### src/rtl/rv_ctrl_pipe.sv
// RV32I control path: decodes op/funct3/funct7 in D and carries the control bundle through E/M/W.
// Optional macro RV_MULDIV_EN adds decoding of mul/mulh/div/rem (funct7 = 0000001).
module rv_ctrl_pipe #(
  parameter int IMMSRC_W = 3,
  parameter int ALUCTL_W = 4,
  parameter int CNT_W    = 8
) (
  input  logic                clk,
  input  logic                rst_n,
  input  logic                valid_d,
  input  logic [6:0]          op,
  input  logic [2:0]          funct3,
  input  logic [6:0]          funct7,
  input  logic                flush_e,
  input  logic                zero_e,
  input  logic                lt_e,
  output logic [IMMSRC_W-1:0] imm_src_d,
  output logic                illegal_d,
  output logic                reg_write_e,
  output logic                reg_write_m,
  output logic                reg_write_w,
  output logic [1:0]          result_src_e,
  output logic [1:0]          result_src_m,
  output logic [1:0]          result_src_w,
  output logic                mem_write_e,
  output logic                mem_write_m,
  output logic                alu_src_e,
  output logic [ALUCTL_W-1:0] alu_ctl_e,
  output logic                jalr_e,
  output logic                pc_src_e,
  output logic [CNT_W-1:0]    illegal_cnt
);

  localparam logic [ALUCTL_W-1:0] ALU_ADD   = ALUCTL_W'(0);
  localparam logic [ALUCTL_W-1:0] ALU_SUB   = ALUCTL_W'(1);
  localparam logic [ALUCTL_W-1:0] ALU_AND   = ALUCTL_W'(2);
  localparam logic [ALUCTL_W-1:0] ALU_OR    = ALUCTL_W'(3);
  localparam logic [ALUCTL_W-1:0] ALU_XOR   = ALUCTL_W'(4);
  localparam logic [ALUCTL_W-1:0] ALU_SLT   = ALUCTL_W'(5);
  localparam logic [ALUCTL_W-1:0] ALU_SLTU  = ALUCTL_W'(6);
  localparam logic [ALUCTL_W-1:0] ALU_SLL   = ALUCTL_W'(7);
  localparam logic [ALUCTL_W-1:0] ALU_SRL   = ALUCTL_W'(8);
  localparam logic [ALUCTL_W-1:0] ALU_SRA   = ALUCTL_W'(9);
  localparam logic [ALUCTL_W-1:0] ALU_PASSB = ALUCTL_W'(10);

  // alt selects sub/sra in place of add/srl
  function automatic logic [ALUCTL_W-1:0] arith_op(input logic [2:0] f3, input logic alt);
    case (f3)
      3'b000:  arith_op = alt ? ALU_SUB : ALU_ADD;
      3'b001:  arith_op = ALU_SLL;
      3'b010:  arith_op = ALU_SLT;
      3'b011:  arith_op = ALU_SLTU;
      3'b100:  arith_op = ALU_XOR;
      3'b101:  arith_op = alt ? ALU_SRA : ALU_SRL;
      3'b110:  arith_op = ALU_OR;
      default: arith_op = ALU_AND;
    endcase
  endfunction

  logic                dec_rw, dec_mw, dec_as, dec_jump, dec_jalr, dec_br, unsup;
  logic [1:0]          dec_rs;
  logic [ALUCTL_W-1:0] dec_alu;
  logic [IMMSRC_W-1:0] dec_imm;

  always_comb begin
    dec_rw = 1'b0; dec_rs = 2'b00; dec_mw = 1'b0; dec_as = 1'b0;
    dec_alu = ALU_ADD; dec_jump = 1'b0; dec_jalr = 1'b0; dec_br = 1'b0;
    dec_imm = IMMSRC_W'(0); unsup = 1'b0;
    case (op)
      7'b0110011: begin
        dec_rw = 1'b1;
        case (funct7)
          7'b0000000, 7'b0100000: dec_alu = arith_op(funct3, funct7[5]);
`ifdef RV_MULDIV_EN
          7'b0000001: begin
            case (funct3)
              3'b000:  dec_alu = ALUCTL_W'(11);
              3'b001:  dec_alu = ALUCTL_W'(12);
              3'b100:  dec_alu = ALUCTL_W'(13);
              3'b110:  dec_alu = ALUCTL_W'(14);
              default: unsup = 1'b1;
            endcase
          end
`endif
          default: unsup = 1'b1;
        endcase
      end
      7'b0010011: begin
        dec_rw = 1'b1; dec_as = 1'b1;
        dec_alu = arith_op(funct3, (funct3 == 3'b101) && funct7[5]);
        // Only shift-immediates interpret funct7; srai alone may set bit 5
        if (funct3 == 3'b001 && funct7 != 7'b0000000) unsup = 1'b1;
        if (funct3 == 3'b101 && funct7 != 7'b0000000 && funct7 != 7'b0100000) unsup = 1'b1;
      end
      7'b0000011: begin
        dec_rw = 1'b1; dec_rs = 2'b01; dec_as = 1'b1;
        unsup = (funct3 != 3'b010);
      end
      7'b0100011: begin
        dec_mw = 1'b1; dec_as = 1'b1; dec_imm = IMMSRC_W'(1);
        unsup = (funct3 != 3'b010);
      end
      7'b1100011: begin
        dec_br = 1'b1; dec_alu = ALU_SUB; dec_imm = IMMSRC_W'(2);
        unsup = (funct3 == 3'b010) || (funct3 == 3'b011) || (funct3 == 3'b110) || (funct3 == 3'b111);
      end
      7'b1101111: begin
        dec_rw = 1'b1; dec_rs = 2'b10; dec_jump = 1'b1; dec_imm = IMMSRC_W'(4);
      end
      7'b1100111: begin
        dec_rw = 1'b1; dec_rs = 2'b10; dec_jump = 1'b1; dec_jalr = 1'b1; dec_as = 1'b1;
      end
      7'b0110111: begin
        dec_rw = 1'b1; dec_as = 1'b1; dec_alu = ALU_PASSB; dec_imm = IMMSRC_W'(3);
      end
      default: unsup = 1'b1;
    endcase
    illegal_d = valid_d && unsup;
    if (!valid_d || unsup) begin
      dec_rw = 1'b0; dec_rs = 2'b00; dec_mw = 1'b0; dec_as = 1'b0;
      dec_alu = ALU_ADD; dec_jump = 1'b0; dec_jalr = 1'b0; dec_br = 1'b0;
      dec_imm = IMMSRC_W'(0);
    end
  end

  assign imm_src_d = dec_imm;

  logic                reg_write_e_q, reg_write_m_q, reg_write_w_q;
  logic [1:0]          result_src_e_q, result_src_m_q, result_src_w_q;
  logic                mem_write_e_q, mem_write_m_q, alu_src_e_q, jump_e_q, jalr_e_q, branch_e_q;
  logic [ALUCTL_W-1:0] alu_ctl_e_q;
  logic [2:0]          br_cond_e_q;
  logic [CNT_W-1:0]    cnt_q, cnt_d;

  assign cnt_d = (illegal_d && cnt_q != {CNT_W{1'b1}}) ? cnt_q + CNT_W'(1) : cnt_q;

  always_ff @(posedge clk) begin
    if (!rst_n) begin
      reg_write_e_q <= 1'b0; result_src_e_q <= 2'b00; mem_write_e_q <= 1'b0;
      alu_src_e_q <= 1'b0; alu_ctl_e_q <= '0; jump_e_q <= 1'b0; jalr_e_q <= 1'b0;
      branch_e_q <= 1'b0; br_cond_e_q <= 3'b000;
      reg_write_m_q <= 1'b0; result_src_m_q <= 2'b00; mem_write_m_q <= 1'b0;
      reg_write_w_q <= 1'b0; result_src_w_q <= 2'b00;
      cnt_q <= '0;
    end else begin
      // D -> E: a flush loads a bubble
      if (flush_e) begin
        reg_write_e_q <= 1'b0; result_src_e_q <= 2'b00; mem_write_e_q <= 1'b0;
        alu_src_e_q <= 1'b0; alu_ctl_e_q <= '0; jump_e_q <= 1'b0; jalr_e_q <= 1'b0;
        branch_e_q <= 1'b0; br_cond_e_q <= 3'b000;
      end else begin
        reg_write_e_q <= dec_rw; result_src_e_q <= dec_rs; mem_write_e_q <= dec_mw;
        alu_src_e_q <= dec_as; alu_ctl_e_q <= dec_alu; jump_e_q <= dec_jump;
        jalr_e_q <= dec_jalr; branch_e_q <= dec_br; br_cond_e_q <= funct3;
      end
      // E -> M -> W
      reg_write_m_q <= reg_write_e_q; result_src_m_q <= result_src_e_q; mem_write_m_q <= mem_write_e_q;
      reg_write_w_q <= reg_write_m_q; result_src_w_q <= result_src_m_q;
      cnt_q <= cnt_d;
    end
  end

  logic taken;
  always_comb begin
    case (br_cond_e_q)
      3'b000:  taken = zero_e;
      3'b001:  taken = !zero_e;
      3'b100:  taken = lt_e;
      3'b101:  taken = !lt_e;
      default: taken = 1'b0;
    endcase
  end

  assign pc_src_e     = jump_e_q || (branch_e_q && taken);
  assign reg_write_e  = reg_write_e_q;
  assign reg_write_m  = reg_write_m_q;
  assign reg_write_w  = reg_write_w_q;
  assign result_src_e = result_src_e_q;
  assign result_src_m = result_src_m_q;
  assign result_src_w = result_src_w_q;
  assign mem_write_e  = mem_write_e_q;
  assign mem_write_m  = mem_write_m_q;
  assign alu_src_e    = alu_src_e_q;
  assign alu_ctl_e    = alu_ctl_e_q;
  assign jalr_e       = jalr_e_q;
  assign illegal_cnt  = cnt_q;

endmodule

### config.mk
export PLATFORM = sky130hd
export DESIGN_NAME = rv_ctrl_pipe
export DESIGN_NICKNAME = d
export VERILOG_FILES = /design/src/rtl/rv_ctrl_pipe.sv
export SDC_FILE = /design/constraint.sdc
export NUM_CORES = 1
export LEC_CHECK = 0
export BUFFER_PORTS_ARGS = -buffer_cell sky130_fd_sc_hd__buf_2
export CAP_MARGIN = 0
export CORE_UTILIZATION = 52
export CTS_CLUSTER_DIAMETER = 50
export CTS_CLUSTER_SIZE = 24
export DETAILED_ROUTE_END_ITERATION = 12
export GPL_TIMING_DRIVEN = 0
export PLACE_DENSITY = 0.84
export SLEW_MARGIN = 20
export SYNTH_ARGS = -nofsm -noshare
export SYNTH_HDL_FRONTEND = slang
export SYNTH_SLANG_ARGS = --single-unit
### constraint.sdc
create_clock -name clk -period 4.5 [get_ports clk]
set_input_delay 1.35 -clock clk [delete_from_list [all_inputs] [get_ports clk]]
set_output_delay 1.35 -clock clk [all_outputs]
set_load 0.02 [all_outputs]
After elaboration in Yosys (flattened, before gate mapping):

Index checks and enable logic that the tools add are counted.

* multiply operators: 0
* multiplexer cells: 22
* eq/ne operators: 22
* shifts and indexed selects: 0
* magnitude comparators: 0
* reduce and logical (&&, ||, !) cells: 27
* div/mod/pow operators: 0
* add/sub/neg operators: 1
* bitwise logic cells: 1

Operators by type and width (number)
* one-hot mux 4 bit (7 select lines): 2
* equality test 7 x 6 -> 1 bit (second input constant): 4
* equality test 7 bit (second input constant): 3
* equality test 3 bit (second input constant): 6
* one-hot mux 4 bit (4 select lines): 1
* 2-to-1 mux 1 bit: 13
* one-hot mux 3 bit (4 select lines): 1
* adder 8 x 1 -> 8 bit (second input constant): 1
* inequality test 8 bit (second input constant): 1
* OR reduction 2 bit: 4
* equality test 7 x 2 -> 1 bit (second input constant): 1
* equality test 7 x 5 -> 1 bit (second input constant): 1
* logical AND 1 bit: 7
* zero test 7 bit: 1
* inequality test 7 x 6 -> 1 bit (second input constant): 1
* nonzero test 7 bit: 1
* equality test 3 x 1 -> 1 bit (second input constant): 2
* equality test 3 x 2 -> 1 bit (second input constant): 2
* zero test 3 bit: 2
* OR reduction 3 bit: 2
* OR reduction 6 bit: 1
* logical OR 1 bit: 5
* one-hot mux 1 bit (5 select lines): 1
* OR reduction 5 bit: 1
* 7 further kinds: 9

* memory bits (read-only): 0
* word-level logic and storage cells: 88
* memory bits (writable): 0
* register bits: 30
* bits in latches: 0
* output and inout port bits: 30
* memories: 0
* input bits: 23

Logic depth before layout (Yosys ltp):

* depth in word-level cells: 7
* mapped depth: 8
* depth with buffers taken out: 7

Least setup slack after synthesis:

No wires, ideal clock.

* path kind: input to output
* start: in funct7[1]
* end: out imm_src_d[0]
* buffers on the path: 0
* path slack: 0.110 ns
* arrival time: 3.040 ns
* stages on the path: 6
* data required time: 3.150 ns
* path through: nor4_1 nand3_1 o2bb2ai_2 nor2_1 nand4_1 nor4_1

* longest elaborated chain between the ends: 7
* elaborated cells on any way between the ends: 14
* classes of those cells: eq/ne: 2; mux: 5; reduce/logical: 7

RTL lines
* start, declared: RTL line 13 `input logic [6:0] funct7,`
* nonzero test 7 bit: RTL line 92, 93
* logical AND 1 bit (on tied branches): RTL line 92, 93
* 2-to-1 mux 1 bit or logical AND 1 bit (tied branches): RTL line 92, 93
* 2-to-1 mux 1 bit: RTL line 93 `if (funct3 == 3'b101 && funct7 != 7'b0000000 && funct7 != 7'b0100000) unsup = 1'b1;`
* one-hot mux 1 bit (5 select lines) (*): RTL line 69 `case (op)`
* logical OR 1 bit (*): RTL line 119 `if (!valid_d || unsup) begin`
* 2-to-1 mux 3 bit (*): RTL line 119
* end, declared: RTL line 17 `output logic [IMMSRC_W-1:0] imm_src_d,`

Every way passes the cells marked *; elsewhere a longest branch is shown, timed or not.

Worst setup path after layout:

* start: in op[3]
* end: out imm_src_d[0]

* longest elaborated chain between the ends: 5
* elaborated cells on any way between the ends: 14
* classes of those cells: eq/ne: 8; mux: 3; reduce/logical: 3

RTL lines
* start, declared: RTL line 11 `input logic [6:0] op,`
* equality test 7 x 6 -> 1 bit (tied with other cells): RTL line 69
* OR reduction 3 bit (no source line) or OR reduction 2 bit (tied branches)
* one-hot mux 1 bit (5 select lines): RTL line 69
* logical OR 1 bit: RTL line 119
* 2-to-1 mux 3 bit (*): RTL line 119

Marks and branches as above.

==> flow_metrics.env <==
export IMPL_crit_slowest_cell="nor4_1"
export IMPL_crit_fanout=10
export IMPL_clock_sinks=29
export IMPL_core_rowCount=18
export IMPL_numCtsBuffers=5
export IMPL_leakage_nw=0.784
export IMPL_area_growth_pct=25.3
export IMPL_vias_per_cell=5.62
export IMPL_htreeDepth=2
export IMPL_end_kind="output port"
export IMPL_tns_ns=0
export IMPL_criticalPathCategory="in -> out"
export IMPL_crit_required_ns=3.15
export IMPL_synth_main_ff_cell="dfxtp_1"
export IMPL_die_x_um=54.4
export IMPL_worst_pin_slew_ns=0.514
export IMPL_io_pins=53
export IMPL_yosysWarnings=0
export IMPL_cp_slowest_stage_delay_ns=0.28
export IMPL_cts_root_buf="clkbuf_4"
export IMPL_grt_usage_pct=23.3
export IMPL_synthesis_nets=190
export IMPL_start_kind="input port"
export IMPL_nNetsFinal=246
export IMPL_portBuffers=49
export IMPL_vias=1422
export IMPL_max_clock_freq_ghz=0.232
export IMPL_drtIter0Drc=26
export IMPL_wl_per_cell_um=12.9
export IMPL_antenna_found_initial=0
export IMPL_final_min_clock_period_ns=4.31
export IMPL_path_clk_slew_ns=0.08
export IMPL_syn_area_sq_um=1430
export IMPL_status="complete, no violations"
export IMPL_syn_avg_cell_area_sq_um=8.62
export IMPL_peakVddDrop_v=0.000277
export IMPL_cts_resized=0
export IMPL_core_area_sq_um=2540
export IMPL_layout_drive_gt1_share_pct=32.7
export IMPL_place_congestion=0.858
export IMPL_post_place_ws_ns=0.0961
export IMPL_initial_utilization_pct=56.2
export IMPL_clock_latency_ns=0.33
export IMPL_ys_async_sr_fraction_pct=0
export IMPL_postLayoutCoreUtil_pct=70.4
export IMPL_hold_viol=0
export IMPL_drt_first_pass_iters=4
export IMPL_cts_tree="built"
export IMPL_ant_nets=0
export IMPL_n_antenna_cell=0
export IMPL_power_density_nw_per_um2=283
export IMPL_grt_pass1_wl_um=4810
export IMPL_crit_arrival_ns=2.96
export IMPL_final_cell_mix="buf_2, dfxtp_1, nor2_1"
export IMPL_ys_ff_latch=29
export IMPL_hold_path_class="reg -> reg"
export IMPL_synth_cells=166
export IMPL_layout_setup_ws_ns=0.192
export IMPL_drc=0
export IMPL_grt_overflow_total=0
export IMPL_path_cells="buf_2 -> nand3b_4 -> clkbuf_1 -> nor4_1 -> nor3_1 -> inv_1 -> nand4_1 -> nor4_1 -> buf_2"
export IMPL_synth_edff_count=0
export IMPL_final_common_cell="buf_2"
export IMPL_fin_skew_ns=0.00703
export IMPL_routed_wl_um=3250
export IMPL_grt_pass1_vias=1139
export IMPL_hold_buffers=0
export IMPL_fp_dieH_um=54.4
export IMPL_post_cts_buffers=0
export IMPL_drv_cap=0
export IMPL_clock_path_buffers=2
export IMPL_grt_max_degree=11
export IMPL_yosysSeqAreaShare_pct=40.6
export IMPL_ys_types=46
export IMPL_max_slew_margin_rel_pct=65.6
export IMPL_die_area_sq_um=2960
export IMPL_crit_family="simple AND/OR/NAND/NOR gates"
export IMPL_setup_viol=0
export IMPL_dp_hpwl_um=2430
export IMPL_drv_slew=0
export IMPL_rsz0062_at_grt="no"
export IMPL_cp_num_buf_inv=4
export IMPL_fin_crit_sh_pct=95.7
==> logic make-up (layout without fill, tap and decap cells) <==
kind of cell	after synthesis	count (layout)	share of synthesized area, %
and+or+nand+nor	81	81	31.8
buffers and inverters	17	74	6.04
adders and majority gates	1	1	0.875
AOI/OAI and AO/OA	32	32	16.7
DFF	29	29	40.6
xor gates and xnor gates	4	4	2.45
muxes	2	2	1.49
==> final cells by class <==
cell class,instances,area (sq um)
inverter,6,22.5
buffer,11,63.8
sequential,29,581
tap,30,37.5
clock inverter,1,5.00
clock buffer,7,65.1
fill,221,753
multi-input combinational,120,772
timing repair buffer,49,245
==> sequential cells by signal (all words and copies together) (netlist names), 2 cells and up <==
name,flops
alu_ctl_e,4
br_cond_e_q,3
illegal_cnt,8
result_src_e,2
result_src_m,2
result_src_w,2
==> synthesized netlist by cell type (all sizes together), types with 4 or more instances <==
cell,n,share of area (%)
nor3,9,3.1
buf,8,3.7
a21oi,6,2.1
nor4,6,2.6
and2,12,5.2
nand3,5,1.7
nand2,11,2.9
dfxtp,29,41
a21boi,6,3.2
o21ai,5,1.7
o31ai,4,2.4
nor2,16,4.2
nand4,4,1.7
inv,6,1.6
==> metrics by stage <==
stage | std cells | power [mW] | cell area [sq um] | hold slack, ns
floorplan | 166 | 0.309 | 1430 | 0.459
global placement | 245 | 0.328 | 1710 | 0.437
detailed placement | 245 | 0.331 | 1710 | 0.450
CTS | 253 | 0.510 | 1780 | 0.471
global route | 253 | 0.527 | 1790 | 0.477
finish | 253 | 0.508 | 1790 | 0.464
==> power by group <==
part | internal [mW] | switching, mW | leakage, nW
combinational | 0.0264 | 0.0368 | 0.508
sequential | 0.260 | 0.00290 | 0.234
clock | 0.0904 | 0.0917 | 0.0413
==> path summary, 6_finish.rpt <==
kind	from	cells past startpoint	slack [ns]	end
min reg2reg	result_src_m[1]	1	0.46	result_src_w[1]
max	op[3]	9	0.19	imm_src_d[0]
max reg2reg	illegal_cnt[0]	8	2.62	illegal_cnt[4]
min	result_src_m[1]	1	0.46	result_src_w[1]
==> routing by layer <==
metal | up-vias | share of wire (%) | global-route usage (%)
li1 | 711 | - | -
met1 | 643 | 42 | 26.6
met2 | 63 | 49 | 39.8
met3 | 5 | 6.6 | 7.50
met4 | 0 | 1.7 | 8.97
met5 | - | 0 | 0
Note: power is estimated with default switching activity, not from simulation.
